### config.mk
export PLATFORM = sky130hd
export DESIGN_NAME = uart_tx_fifo_flat
export DESIGN_NICKNAME = d
export VERILOG_FILES = /design/src/rtl/uart_tx_fifo_pkg.sv /design/src/rtl/uart_tx_fifo_if.sv /design/src/rtl/uart_tx_fifo_sync_fifo_core.sv /design/src/rtl/uart_tx_fifo.sv /design/src/flat_wrapper.sv
export SDC_FILE = /design/constraint.sdc
export NUM_CORES = 1
export LEC_CHECK = 0
export ABC_AREA = 1
export CAP_MARGIN = 0
export CORE_MARGIN = 2
export CORE_UTILIZATION = 56
export CTS_BUF_LIST = sky130_fd_sc_hd__clkbuf_8
export CTS_CLUSTER_SIZE = 12
export DETAILED_ROUTE_END_ITERATION = 8
export PLACE_DENSITY_LB_ADDON = 0.08
export SLEW_MARGIN = 20
export SYNTH_ARGS = -nofsm -noshare
export SYNTH_HDL_FRONTEND = slang
export SYNTH_SLANG_ARGS = --single-unit
### constraint.sdc
create_clock -name clk -period 2.8 [get_ports clk]
set_input_delay 0.42 -clock clk [delete_from_list [all_inputs] [get_ports clk]]
set_output_delay 0.42 -clock clk [all_outputs]
set_load 0.01 [all_outputs]
### src/rtl/uart_tx_fifo_pkg.sv
// uart_tx_fifo_pkg: FSM encoding and sizing helper shared by the UART transmit path
package uart_tx_fifo_pkg;
  typedef enum logic [1:0] {IDLE, LOAD, ARM, DRAIN} tx_state_e;
  function automatic int clog2w(input int n);
    return (n > 2) ? $clog2(n) : 1;
  endfunction
endpackage

### src/rtl/uart_tx_fifo_if.sv
// uart_tx_fifo_if: CPU write port plus UART core load/txbusy handshake.
// tx_irq exists only when UART_TX_FIFO_IRQ_EN is defined.
interface uart_tx_fifo_if #(parameter int DEPTH = 16);
  logic wr_en;
  logic [7:0] wr_data;
  logic flush, overflow_clr, full, empty, overflow, uart_load, uart_txbusy;
  logic [$clog2(DEPTH):0] level;
  logic [7:0] uart_d;
`ifdef UART_TX_FIFO_IRQ_EN
  logic tx_irq;
`endif
  modport master (
`ifdef UART_TX_FIFO_IRQ_EN
    input tx_irq,
`endif
    output wr_en, wr_data, flush, overflow_clr, uart_txbusy,
    input full, empty, level, overflow, uart_load, uart_d
  );
  modport slave (
`ifdef UART_TX_FIFO_IRQ_EN
    output tx_irq,
`endif
    input wr_en, wr_data, flush, overflow_clr, uart_txbusy,
    output full, empty, level, overflow, uart_load, uart_d
  );
endinterface

### src/rtl/uart_tx_fifo_sync_fifo_core.sv
// sync_fifo_core: byte storage with wrapping pointers and registered level/full/empty
module sync_fifo_core import uart_tx_fifo_pkg::*; #(parameter int DEPTH = 16) (
  input  logic clk,
  input  logic resetn,
  input  logic push_i,
  input  logic pop_i,
  input  logic flush_i,
  input  logic [7:0] wdata_i,
  output logic [7:0] rdata_o,
  output logic full_o,
  output logic empty_o,
  output logic [$clog2(DEPTH):0] level_o
);
  localparam int AW = clog2w(DEPTH);
  localparam int LW = $clog2(DEPTH) + 1;
  logic [7:0] mem_q [DEPTH];
  logic [AW-1:0] wptr_q, wptr_d, rptr_q, rptr_d;
  logic [LW-1:0] cnt_q, cnt_d;
  logic full_q, empty_q;
  always_comb begin
    wptr_d = flush_i ? '0 : wptr_q + AW'(push_i);
    rptr_d = flush_i ? '0 : rptr_q + AW'(pop_i);
    cnt_d = flush_i ? '0 : cnt_q + LW'(push_i) - LW'(pop_i);
  end
  always_ff @(posedge clk or negedge resetn)
    if (!resetn) begin
      wptr_q <= '0;
      rptr_q <= '0;
      cnt_q <= '0;
      full_q <= 1'b0;
      empty_q <= 1'b1;
    end else begin
      wptr_q <= wptr_d;
      rptr_q <= rptr_d;
      cnt_q <= cnt_d;
      full_q <= cnt_d == LW'(DEPTH);
      empty_q <= cnt_d == '0;
    end
  always_ff @(posedge clk)
    if (push_i) mem_q[wptr_q] <= wdata_i;
  assign rdata_o = mem_q[rptr_q];
  assign full_o = full_q;
  assign empty_o = empty_q;
  assign level_o = cnt_q;
endmodule

### src/rtl/uart_tx_fifo.sv
// uart_tx_fifo: CPU transmit FIFO feeding the UART core one byte per load pulse.
// Define UART_TX_FIFO_IRQ_EN to add the low-watermark tx_irq output.
module uart_tx_fifo import uart_tx_fifo_pkg::*; #(
  parameter int DEPTH = 16,
  parameter int BUSY_WAIT = 4,
  parameter int LOW_WM = 4
) (
  input logic clk,
  input logic resetn,
  uart_tx_fifo_if.slave bus
);
  localparam int CW = clog2w(BUSY_WAIT);
  localparam int LW = $clog2(DEPTH) + 1;
  tx_state_e state_q, state_d;
  logic [CW-1:0] cnt_q, cnt_d;
  logic [7:0] d_q, d_d, rdata;
  logic load_q, ovf_q, ovf_d, push, pop, full, empty;
  logic [LW-1:0] level;
  if (DEPTH < 2 || (DEPTH & (DEPTH - 1)) != 0 || BUSY_WAIT < 1 || LOW_WM >= DEPTH) begin : g_bad_param
    $error("uart_tx_fifo: illegal parameter combination");
  end
  assign push = bus.wr_en && !full && !bus.flush;
  assign pop = load_q && !empty && !bus.flush;
  sync_fifo_core #(.DEPTH(DEPTH)) u_core (
    .clk(clk), .resetn(resetn), .push_i(push), .pop_i(pop), .flush_i(bus.flush),
    .wdata_i(bus.wr_data), .rdata_o(rdata), .full_o(full), .empty_o(empty), .level_o(level)
  );
  // a flush on the IDLE->LOAD edge cancels the load; an in-flight byte is left alone
  always_comb begin
    state_d = state_q;
    cnt_d = cnt_q;
    case (state_q)
      IDLE: state_d = (!empty && !bus.uart_txbusy && !bus.flush) ? LOAD : IDLE;
      LOAD: begin
        state_d = ARM;
        cnt_d = '0;
      end
      ARM: begin
        state_d = bus.uart_txbusy ? DRAIN : (cnt_q == CW'(BUSY_WAIT - 1)) ? IDLE : ARM;
        cnt_d = cnt_q + 1'b1;
      end
      default: state_d = bus.uart_txbusy ? DRAIN : IDLE;
    endcase
    d_d = (state_d == LOAD) ? rdata : d_q;
    ovf_d = (bus.wr_en && full && !bus.flush) || (ovf_q && !bus.overflow_clr);
  end
  always_ff @(posedge clk or negedge resetn)
    if (!resetn) begin
      state_q <= IDLE;
      cnt_q <= '0;
      d_q <= 8'h00;
      load_q <= 1'b0;
      ovf_q <= 1'b0;
    end else begin
      state_q <= state_d;
      cnt_q <= cnt_d;
      d_q <= d_d;
      load_q <= state_d == LOAD;
      ovf_q <= ovf_d;
    end
`ifdef UART_TX_FIFO_IRQ_EN
  logic irq_q;
  always_ff @(posedge clk or negedge resetn)
    if (!resetn) irq_q <= 1'b0;
    else irq_q <= !bus.wr_en && level <= LW'(LOW_WM);
  assign bus.tx_irq = irq_q;
`endif
  assign bus.full = full;
  assign bus.empty = empty;
  assign bus.level = level;
  assign bus.overflow = ovf_q;
  assign bus.uart_load = load_q;
  assign bus.uart_d = d_q;
endmodule
### src/flat_wrapper.sv
// flat-port wrapper written by rule: the top's interface ports become plain ports
module uart_tx_fifo_flat import uart_tx_fifo_pkg::*;
#(
  parameter int DEPTH = 16,
  parameter int BUSY_WAIT = 4,
  parameter int LOW_WM = 4
)
  (clk, resetn, bus_wr_en, bus_wr_data, bus_flush, bus_overflow_clr, bus_uart_txbusy, bus_full, bus_empty, bus_level, bus_overflow, bus_uart_load, bus_uart_d);
  uart_tx_fifo_if #(.DEPTH(DEPTH)) bus_i ();
  input logic clk;
  input logic resetn;
  input wire logic [$bits(bus_i.wr_en)-1:0] bus_wr_en;
  input wire logic [$bits(bus_i.wr_data)-1:0] bus_wr_data;
  input wire logic [$bits(bus_i.flush)-1:0] bus_flush;
  input wire logic [$bits(bus_i.overflow_clr)-1:0] bus_overflow_clr;
  input wire logic [$bits(bus_i.uart_txbusy)-1:0] bus_uart_txbusy;
  output wire logic [$bits(bus_i.full)-1:0] bus_full;
  output wire logic [$bits(bus_i.empty)-1:0] bus_empty;
  output wire logic [$bits(bus_i.level)-1:0] bus_level;
  output wire logic [$bits(bus_i.overflow)-1:0] bus_overflow;
  output wire logic [$bits(bus_i.uart_load)-1:0] bus_uart_load;
  output wire logic [$bits(bus_i.uart_d)-1:0] bus_uart_d;
  assign bus_i.wr_en = bus_wr_en;
  assign bus_i.wr_data = bus_wr_data;
  assign bus_i.flush = bus_flush;
  assign bus_i.overflow_clr = bus_overflow_clr;
  assign bus_i.uart_txbusy = bus_uart_txbusy;
  assign bus_full = bus_i.full;
  assign bus_empty = bus_i.empty;
  assign bus_level = bus_i.level;
  assign bus_overflow = bus_i.overflow;
  assign bus_uart_load = bus_i.uart_load;
  assign bus_uart_d = bus_i.uart_d;
  uart_tx_fifo #(.DEPTH(DEPTH), .BUSY_WAIT(BUSY_WAIT), .LOW_WM(LOW_WM)) u_core (.clk(clk), .resetn(resetn), .bus(bus_i));
endmodule
==> results.py, run 1 <==
metrics = {
    "power": {
        "power.density_nw_per_um2": 732,
        "p_total_uw": 5820,
        "vdd_drop_max_v": 0.000524,
        "p_leak_uw": 0.00352,
    },
    "floorplanning": {
        "io_pins": 31,
        "start_util_pct": 57.8,
        "die_area_sq_um": 13400,
        "die_w_um": 116,
        "core-area_sq_um": 12100,
        "die_height_um": 116,
        "num_rows": 40,
    },
    "clock_network": {
        "h-tree-depth": 4,
        "clk_path_buf_depth": 2,
        "holdBufCountCts": 0,
        "post_cts_resized": 0,
        "clock-sinks": 157,
        "cts_buffers": 17,
        "clk_pin_slew_ns": 0.08,
        "cts_tree": "done",
        "cts_root_buffer": "clkbuf_8",
        "worstSkewPairLatency_ns": 0.45,
        "postCtsSetupRepairBufs": 0,
    },
    "yosys": {
        "seq_area_frac_synth_pct": 65.5,
        "synth_warnings": 0,
        "synth_nets": 720,
        "synth.area.top_cells": "edfxtp_1 (55%), nand2_1 (11%), dfrtp_1 (10%)",
        "ys_ff_latch": 157,
        "synth-xor-area-share_pct": 0.251,
        "avgSynthCellArea_sq_um": 10.1,
        "synth-edff-count": 128,
        "async_flop_share_pct": 18.5,
        "ys.flop_type": "edfxtp_1",
        "muxShareOfSynthArea_pct": 0,
        "yosys.area_share.adder_pct": 2.62,
        "syn_area_sq_um": 6980,
        "synth_cell_type_count": 25,
        "synth_top_area_share_pct": 55.1,
        "synth_compound_area_share_pct": 1.36,
        "syn-instance-count": 692,
        "synthSimpleGateAreaFrac_pct": 20.9,
        "synth_area_leader_cell": "edfxtp_1",
        "synth_top_family_by_area": "simple AND/OR/NAND/NOR gates",
    },
    "place": {
        "io_buffer_count": 30,
        "gp_congestion": 0.886,
        "pre_cts_ws_ns": -0.0822,
        "post-dp-hpwl_mm": 9.41,
    },
    "detailed_routing": {
        "vias": 4689,
        "drtIter0Drc": 365,
        "routedWlPerCell_um": 16.2,
        "first_pass_iters": 5,
        "ant_nets": 0,
        "routed_wl_mm": 14.9,
        "drc": 0,
        "vias_per_cell": 5.07,
    },
    "global_route": {
        "grt.total_usage_pct": 24.5,
        "grt_pass1_wl_mm": 23.9,
        "antenna_found_initial": 0,
        "grt_overflow_total": 0,
        "grt_max_degree": 66,
        "grt_pass1_vias": 4618,
    },
    "sta": {
        "rsz0062_at_grt": "false",
        "worst_slack_ns": 0.329,
        "finalCriticalPeriod_ns": 2.47,
        "skew_ns": 0.0116,
        "finalSetupViolCount": 0,
        "tightest_slew_ns": 0.818,
        "hold_viol": 0,
        "relSlewSlack_pct": 45.3,
        "holdWs_ns": 0.413,
        "post-route-period-util_pct": 88.2,
        "max_freq_mhz": 405,
        "timing.final.max_slew_violations": 0,
    },
    "worst_setup_path": {
        "path_max_fanout": 4,
        "critPathArrivalTime_ns": 2.86,
        "end_kind": "register",
        "crit_required_ns": 3.19,
        "path_class": "input pin to register",
        "start_kind": "input pin",
    },
    "cells_and_area": {
        "final_layout_size_suffix_gt1_share_pct": 8.86,
        "diodes": 0,
        "syn2layout_area_growth_pct": 13.9,
        "nets": 771,
    },
    "outcome": {
        "outcome": "completed",
    },
    "flow_run": {
        "drv_cap": 0,
    },
    "worst_hold_path": {
        "min_path_type": "input pin to asynchronous set/reset pin",
    },
}
[through the flow]
stage          utilization [%]  TNS (ns)  std cells  area (sq um)
6_report                  65.9         0        924          7950
4_1_cts                   65.9         0        924          7950
5_1_grt                   65.9         0        924          7950
2_1_floorplan                -         0        692          6980
3_3_place_gp              62.5         0        892          7530
3_5_place_dp              62.5    -0.129        892          7530
[cells in the final DEF, fill, tap and decap left out, drive strengths merged]
| cell | instances |
|---|---|
| nand2 | 204 |
| inv | 129 |
| edfxtp | 128 |
| nand3 | 107 |
| nor2 | 32 |
| clkdlybuf4s50 | 30 |
| dfrtp | 28 |
| buf | 27 |
| clkbuf | 17 |
| ha | 13 |
| clkinv | 10 |
| a21oi | 9 |
| o21ai | 8 |
| bufinv | 4 |
| nor3 | 2 |
| xnor2 | 2 |
| o22ai | 1 |
| nand3b | 1 |
| nor3b | 1 |
| fa | 1 |
| clkinvlp | 1 |
| dfstp | 1 |
[report_power, final]
part / switching [uW] / total, uW / internal [uW]
registers: 101 / 2790 / 2680
clock network: 813 / 1770 / 953
logic: 762 / 1270 / 504
total: 1680 / 5820 / 4140
[registers in the layout, summed over array words and instances, names as in the netlist]
name and count:
u_core.bus.uart_d 8, u_core.bus.overflow 1, u_core.u_core.wptr_q 4, u_core.u_core.rptr_q 4, u_core.u_core.empty_o 1, u_core.u_core.level_o 5, u_core.state_q 2, u_core.bus.uart_load 1
u_core.u_core.mem_q 128, u_core.cnt_q 2, u_core.u_core.full_o 1
[per-layer routing]
layer | global-route usage [%] | vias up | wire length [um] | part of all wire (%)
met5 | 0 | - | 0 | 0
met4 | 10.6 | 0 | 324 | 2.2
met3 | 4.39 | 24 | 705 | 4.7
met2 | 38.8 | 125 | 7340 | 49
met1 | 33.7 | 2224 | 6560 | 44
li1 | - | 2316 | - | -
[critical path, cell delays in order]
cell	delay (ns)
clkdlybuf4s50_1	0.47
inv_2	0.08
nand2_1	0.09
nor2_4	0.09
inv_1	0.04
ha_1	0.27
inv_1	0.04
ha_1	0.20
fa_1	0.41
nand2_1	0.09
nand2_1	0.05
a21oi_1	0.18
inv_1	0.07
o21ai_0	0.15
nor2_1	0.08
nor2_1	0.10
[final timing paths]
check | from | endpoint | slack [ns] | cells past startpoint
worst min-delay path | resetn | u_core.bus.uart_d[6] | 0.41 | 1
worst min register to register | u_core.bus.uart_d[0] | u_core.bus.uart_d[0] | 0.49 | 2
min in group clk | u_core.bus.uart_d[0] | u_core.bus.uart_d[0] | 0.49 | 2
max in group asynchronous | resetn | u_core.u_core.empty_o | 1.65 | 2
worst max register to register | u_core.u_core.empty_o | u_core.u_core.empty_o | 0.44 | 12
worst max-delay path | bus_flush | u_core.u_core.empty_o | 0.33 | 16
[synth_stat cells (2+ instances only)]
| library cell | number |
|---|---|
| a21oi_1 | 8 |
| inv_2 | 5 |
| nor2_1 | 31 |
| xnor2_1 | 2 |
| nor3_1 | 2 |
| nand2_1 | 203 |
| edfxtp_1 | 128 |
| buf_6 | 7 |
| dfrtp_1 | 28 |
| o21ai_0 | 8 |
| inv_1 | 123 |
| buf_2 | 16 |
| ha_1 | 13 |
| nand3_1 | 107 |
[cells by family after synthesis]
logic type | Yosys count
adder cells (fa/ha/maj) | 14
XOR/XNOR | 2
AND/OR/NAND/NOR | 347
AO/OA/AOI/OAI | 18
buffers and inverters | 154
flip-flops | 157
[area by class of cell]
class	instances	area (sq um)
well taps	168	210
clock buffers	17	234
clock inverters	15	179
fillers	968	4120
flip-flops and latches	157	4570
multi-input cells	381	1750
inverters	129	484
repair buffers	57	515
No activity file was read; power rests on OpenSTA's default activity.
==> inputs of run 2 (changes only) <==
Settings changed: DONT_BUFFER_PORTS from default to 1.
==> run 2 against run 1 <==
Against the previous run:
- global-route usage fell by 0.77 points
- design area is 6.0% lower
- critical endpoint unchanged
- critical path depth is 3 lower
- sequential cell count stayed put
- combinational power fell by 25%
- die area is the same
- clock power shrank 12%
==> results.py, run 2 (synthesized netlist as in run 1, its figures left out) <==
metrics = {
    "floorplanning": {
        "start_util_pct": 57.8,
        "num_rows": 40,
        "die_area_sq_um": 13400,
        "core-area_sq_um": 12100,
        "io_pins": 31,
        "die_w_um": 116,
        "die_height_um": 116,
    },
    "cells_and_area": {
        "multi_input_area_sq_um": 1750,
        "final_common_cell": "nand2_1",
        "largest_reg_flops": 128,
        "syn2layout_area_growth_pct": 7.12,
        "diodes": 0,
        "largest_register": "u_core.u_core.mem_q",
        "final_cell_mix": "nand2_1 (203), edfxtp_1 (128), inv_1 (124)",
        "final_layout_size_suffix_gt1_share_pct": 6.22,
        "fillCellCount": 982,
        "nets": 722,
        "regArea_sq_um": 4570,
    },
    "worst_setup_path": {
        "path_max_fanout": 6,
        "crit_required_ns": 3.18,
        "crit_start": "u_core.u_core.full_o",
        "path_class": "register to register",
        "start_kind": "register",
        "critPathArrivalTime_ns": 2.79,
        "rr_startpoint": "u_core.u_core.full_o",
        "end_kind": "register",
    },
    "clock_network": {
        "post_cts_resized": 0,
        "cts_tree": "done",
        "cts_root_buffer": "clkbuf_8",
        "clock-sinks": 157,
        "cts_buffers": 17,
        "clk_path_buf_depth": 2,
        "h-tree-depth": 4,
        "clk_pin_slew_ns": 0.08,
        "worstSkewPairLatency_ns": 0.45,
    },
    "sta": {
        "finalCriticalPeriod_ns": 2.41,
        "relSlewSlack_pct": 50.7,
        "finalSetupViolCount": 0,
        "worst_slack_ns": 0.394,
        "post-route-period-util_pct": 85.9,
        "max_freq_mhz": 416,
        "tightest_slew_ns": 0.737,
        "finalSetupTns_ns": 0,
        "holdWs_ns": 0.0252,
        "rsz0062_at_grt": "false",
        "timing.final.max_slew_violations": 0,
        "skew_ns": 0.00987,
        "hold_viol": 0,
    },
    "place": {
        "gp_congestion": 0.922,
        "pre_cts_ws_ns": 0.283,
        "post-dp-hpwl_mm": 9.50,
        "io_buffer_count": 0,
    },
    "power": {
        "clkPwrFrac_pct": 29.2,
        "power.density_nw_per_um2": 718,
        "p_seq_share_pct": 53.1,
        "p_leak_uw": 0.00328,
        "power.switching_uw": 1590,
        "switching_share_pct": 29.6,
        "p_int_uw": 3770,
        "vdd_drop_max_v": 0.000481,
        "combPwrFrac_pct": 17.7,
    },
    "global_route": {
        "grt_pass1_vias": 4343,
        "grtUsageMet1_pct": 32.2,
        "grt_overflow_total": 0,
        "use_met2_pct": 37.6,
        "grt_util_met3_pct": 5.13,
        "grt.total_usage_pct": 23.7,
        "busiest_layer": "met2",
        "grt_max_degree": 66,
        "antenna_found_initial": 0,
        "grt_pass1_wl_mm": 22.8,
    },
    "detailed_routing": {
        "ant_nets": 0,
        "routed_wl_mm": 14.5,
        "routedWlPerCell_um": 16.5,
        "first_pass_iters": 5,
        "vias": 4502,
        "drtIter0Drc": 288,
        "vias_per_cell": 5.15,
        "drc": 0,
    },
    "flow_run": {
        "drv_cap": 0,
    },
    "worst_hold_path": {
        "min_from": "bus_flush",
        "min_path_type": "input pin to register",
    },
    "outcome": {
        "outcome": "completed",
    },
}
## run 2: cell types whose count changed in the layout (fill, tap and decap cells not counted), sizes merged
cell	previous run	this run
clkdlybuf4s50	30	0
buf	27	6
bufinv	4	2
clkinvlp	1	3
dlygate4sd3	0	2
## run 2: per-layer routing
layer,wire length [um],share of wire (%)
met5,0,0
met3,837,5.8
met2,6880,48
met1,6480,45
met4,271,1.9
## run 2: final cells by class
type | instances | share of cell area, %
well taps | 168 | 2.81
flip-flops and latches | 157 | 61.2
multi-input cells | 381 | 23.4
repair buffers | 8 | 1.21
inverters | 129 | 6.48
clock inverters | 15 | 1.76
clock buffers | 17 | 3.13
## run 2: power groups by stage
stage	Clock, uW	Sequential [uW]	Combinational [uW]
floorplan	0	2870	752
global placement	0	2900	897
detailed placement	0	2900	928
CTS	1590	2850	956
global route	1690	2870	1090
finish	1560	2850	949
## run 2: repair_timing
action                                 4_1_cts  5_1_grt
setup endpoints to repair                    0        0
setup buffers                                0        0
endpoints found under the hold margin       30        0
hold buffers                                 3        0
## run 2: worst paths after layout
check	end	slack, ns	depth (start not counted)
max in group asynchronous	u_core.u_core.empty_o	2.15	2
worst min register to register	u_core.cnt_q[0]	0.50	1
min in group asynchronous	u_core.bus.uart_d[1]	0.42	2
worst max-delay path	u_core.u_core.empty_o	0.39	13
worst max register to register	u_core.u_core.empty_o	0.39	13
worst min-delay path	u_core.u_core.wptr_q[2]	0.03	1
## run 2: per-stage QoR
stage	instance area, sq um	total power [uW]	cells	utilization (%)
floorplan	6980	3620	692	-
global placement	7070	3790	840	58.6
detailed placement	7070	3830	840	58.6
CTS	7470	5400	875	62.0
global route	7470	5650	875	62.0
finish	7470	5360	875	62.0
## run 2: worst max-delay path: stages (launching register included)
cell	delay, ns
dfrtp_1	0.46
nor2_4	0.20
inv_1	0.06
ha_1	0.27
inv_1	0.04
ha_1	0.20
fa_1	0.41
nand2_1	0.08
nand2_1	0.05
a21oi_1	0.17
inv_1	0.07
o21ai_0	0.15
nor2_1	0.07
nor2_1	0.11
==> inputs of run 3 (changes only) <==
Settings changed: HOLD_SLACK_MARGIN from default to 0.12.
==> run 3 against run 2 <==
Against the previous run:
- maximum frequency barely moved
- via count grew 1.1%
- total power grew 0.76%
- worst setup slack gained 0.0021 ns
- count of clock-buffer cells in the layout stayed put
- utilization grew 0.75 points
- sequential cell count unchanged
- combinational power is 4.8% higher
- sequential power barely moved
- critical path type unchanged
- critical endpoint unchanged
- highest routed layer unchanged
==> results.py, run 3 (synthesized netlist as in run 1, its figures left out) <==
metrics = {
    "detailed_routing": {
        "drtIter0Drc": 282,
        "vias": 4552,
        "drc": 0,
        "routedWlPerCell_um": 16.7,
        "vias_per_cell": 5.15,
        "routed_wl_mm": 14.7,
        "ant_nets": 0,
        "first_pass_iters": 5,
    },
    "power": {
        "p_seq_share_pct": 52.7,
        "vdd_drop_max_v": 0.000506,
        "power.density_nw_per_um2": 715,
        "clkPwrFrac_pct": 28.9,
        "switching_share_pct": 30.0,
        "p_leak_uw": 0.00332,
        "p_int_uw": 3780,
        "power.switching_uw": 1620,
        "combPwrFrac_pct": 18.4,
    },
    "place": {
        "gp_congestion": 0.922,
        "io_buffer_count": 0,
        "post-dp-hpwl_mm": 9.50,
    },
    "clock_network": {
        "cts_root_buffer": "clkbuf_8",
        "clk_path_buf_depth": 2,
        "worstSkewPairLatency_ns": 0.45,
        "holdBufCountCts": 12,
        "clk_pin_slew_ns": 0.09,
        "clock-sinks": 157,
        "postCtsSetupRepairBufs": 0,
        "cts_tree": "done",
        "h-tree-depth": 4,
        "cts_buffers": 17,
        "post_cts_resized": 0,
    },
    "sta": {
        "skew_ns": 0.0124,
        "rsz0062_at_grt": "false",
        "hold_viol": 0,
        "post-route-period-util_pct": 85.8,
        "tightest_slew_ns": 0.836,
        "relSlewSlack_pct": 44.1,
        "timing.final.max_slew_violations": 0,
        "max_freq_mhz": 416,
        "finalSetupTns_ns": 0,
        "finalCriticalPeriod_ns": 2.40,
        "holdWs_ns": 0.122,
        "finalSetupViolCount": 0,
    },
    "floorplanning": {
        "die_area_sq_um": 13400,
        "core-area_sq_um": 12100,
        "die_height_um": 116,
        "num_rows": 40,
        "io_pins": 31,
        "die_w_um": 116,
        "start_util_pct": 57.8,
    },
    "flow_run": {
        "drv_cap": 0,
    },
    "cells_and_area": {
        "syn2layout_area_growth_pct": 8.41,
        "fillCellCount": 976,
        "final_cell_mix": "nand2_1 (203), edfxtp_1 (128), inv_1 (124)",
        "largest_register": "u_core.u_core.mem_q",
        "diodes": 0,
        "nets": 731,
        "final_layout_size_suffix_gt1_share_pct": 6.15,
        "final_common_cell": "nand2_1",
        "largest_reg_flops": 128,
    },
    "worst_hold_path": {
        "min_from": "bus_wr_en",
        "min_path_type": "input pin to register",
    },
    "worst_setup_path": {
        "rr_startpoint": "u_core.u_core.full_o",
        "end_kind": "register",
        "crit_start": "u_core.u_core.full_o",
        "path_max_fanout": 6,
        "crit_required_ns": 3.19,
        "critPathArrivalTime_ns": 2.79,
        "start_kind": "register",
        "path_class": "register to register",
    },
    "global_route": {
        "grt.total_usage_pct": 24.2,
        "grt_pass1_wl_mm": 23.3,
        "grt_pass1_vias": 4379,
        "grt_overflow_total": 0,
        "antenna_found_initial": 0,
        "grt_max_degree": 66,
    },
    "outcome": {
        "outcome": "completed",
    },
}
-- run 3: changes by cell type in the layout (fill, tap and decap cells not counted), sizes merged --
| cell | previous run | this run |
|---|---|---|
| dlygate4sd3 | 2 | 11 |
-- run 3: power by group through the flow --
stage / Clock, uW / Combinational, uW / Sequential [uW]
after floorplan: 0 / 752 / 2870
after global placement: 0 / 897 / 2900
after detailed placement: 0 / 928 / 2900
after CTS: 1590 / 1000 / 2850
after global routing: 1690 / 1130 / 2870
final: 1560 / 995 / 2850
-- run 3: layout make-up --
cell class | count | area [sq um] | area share [%]
well taps | 168 | 210 | 2.78
multi-input cells | 381 | 1750 | 23.2
flip-flops and latches | 157 | 4570 | 60.4
inverters | 129 | 484 | 6.40
clock inverters | 15 | 131 | 1.74
clock buffers | 17 | 234 | 3.09
repair buffers | 17 | 180 | 2.38
-- run 3: stage by stage --
stage               instance area, sq um  std cells  util (%)  setup WS (ns)  total power, uW
floorplan                           6980        692         -          0.387             3620
global placement                    7070        840      58.6          0.367             3790
detailed placement                  7070        840      58.6          0.283             3830
CTS                                 7560        884      62.7          0.400             5440
global route                        7560        884      62.7          0.176             5700
finish                              7560        884      62.7          0.396             5400
-- run 3: worst max-delay path: stages (launching register included) --
cell	delay [ns]
dfrtp_1	0.46
nor2_4	0.20
inv_1	0.06
ha_1	0.27
inv_1	0.04
ha_1	0.20
fa_1	0.41
nand2_1	0.07
nand2_1	0.05
a21oi_1	0.17
inv_1	0.07
o21ai_0	0.15
nor2_1	0.07
nor2_1	0.11
-- run 3: per-layer routing --
layer	share of wire [%]	vias up	track usage (%)
li1	-	2234	-
met1	45	2180	33.3
met2	48	120	38.4
met3	5.3	18	4.60
met4	1.9	0	10.0
met5	0	-	0
-- run 3: path summary, 6_finish.rpt --
path | to | depth (start not counted) | slack, ns
min in group asynchronous | u_core.u_core.wptr_q[2] | 2 | 0.41
max in group asynchronous | u_core.u_core.empty_o | 2 | 2.16
setup reg to reg | u_core.u_core.empty_o | 13 | 0.40
setup / recovery | u_core.u_core.empty_o | 13 | 0.40
hold / removal | u_core.bus.overflow | 2 | 0.12
hold reg to reg | u_core.cnt_q[0] | 1 | 0.50
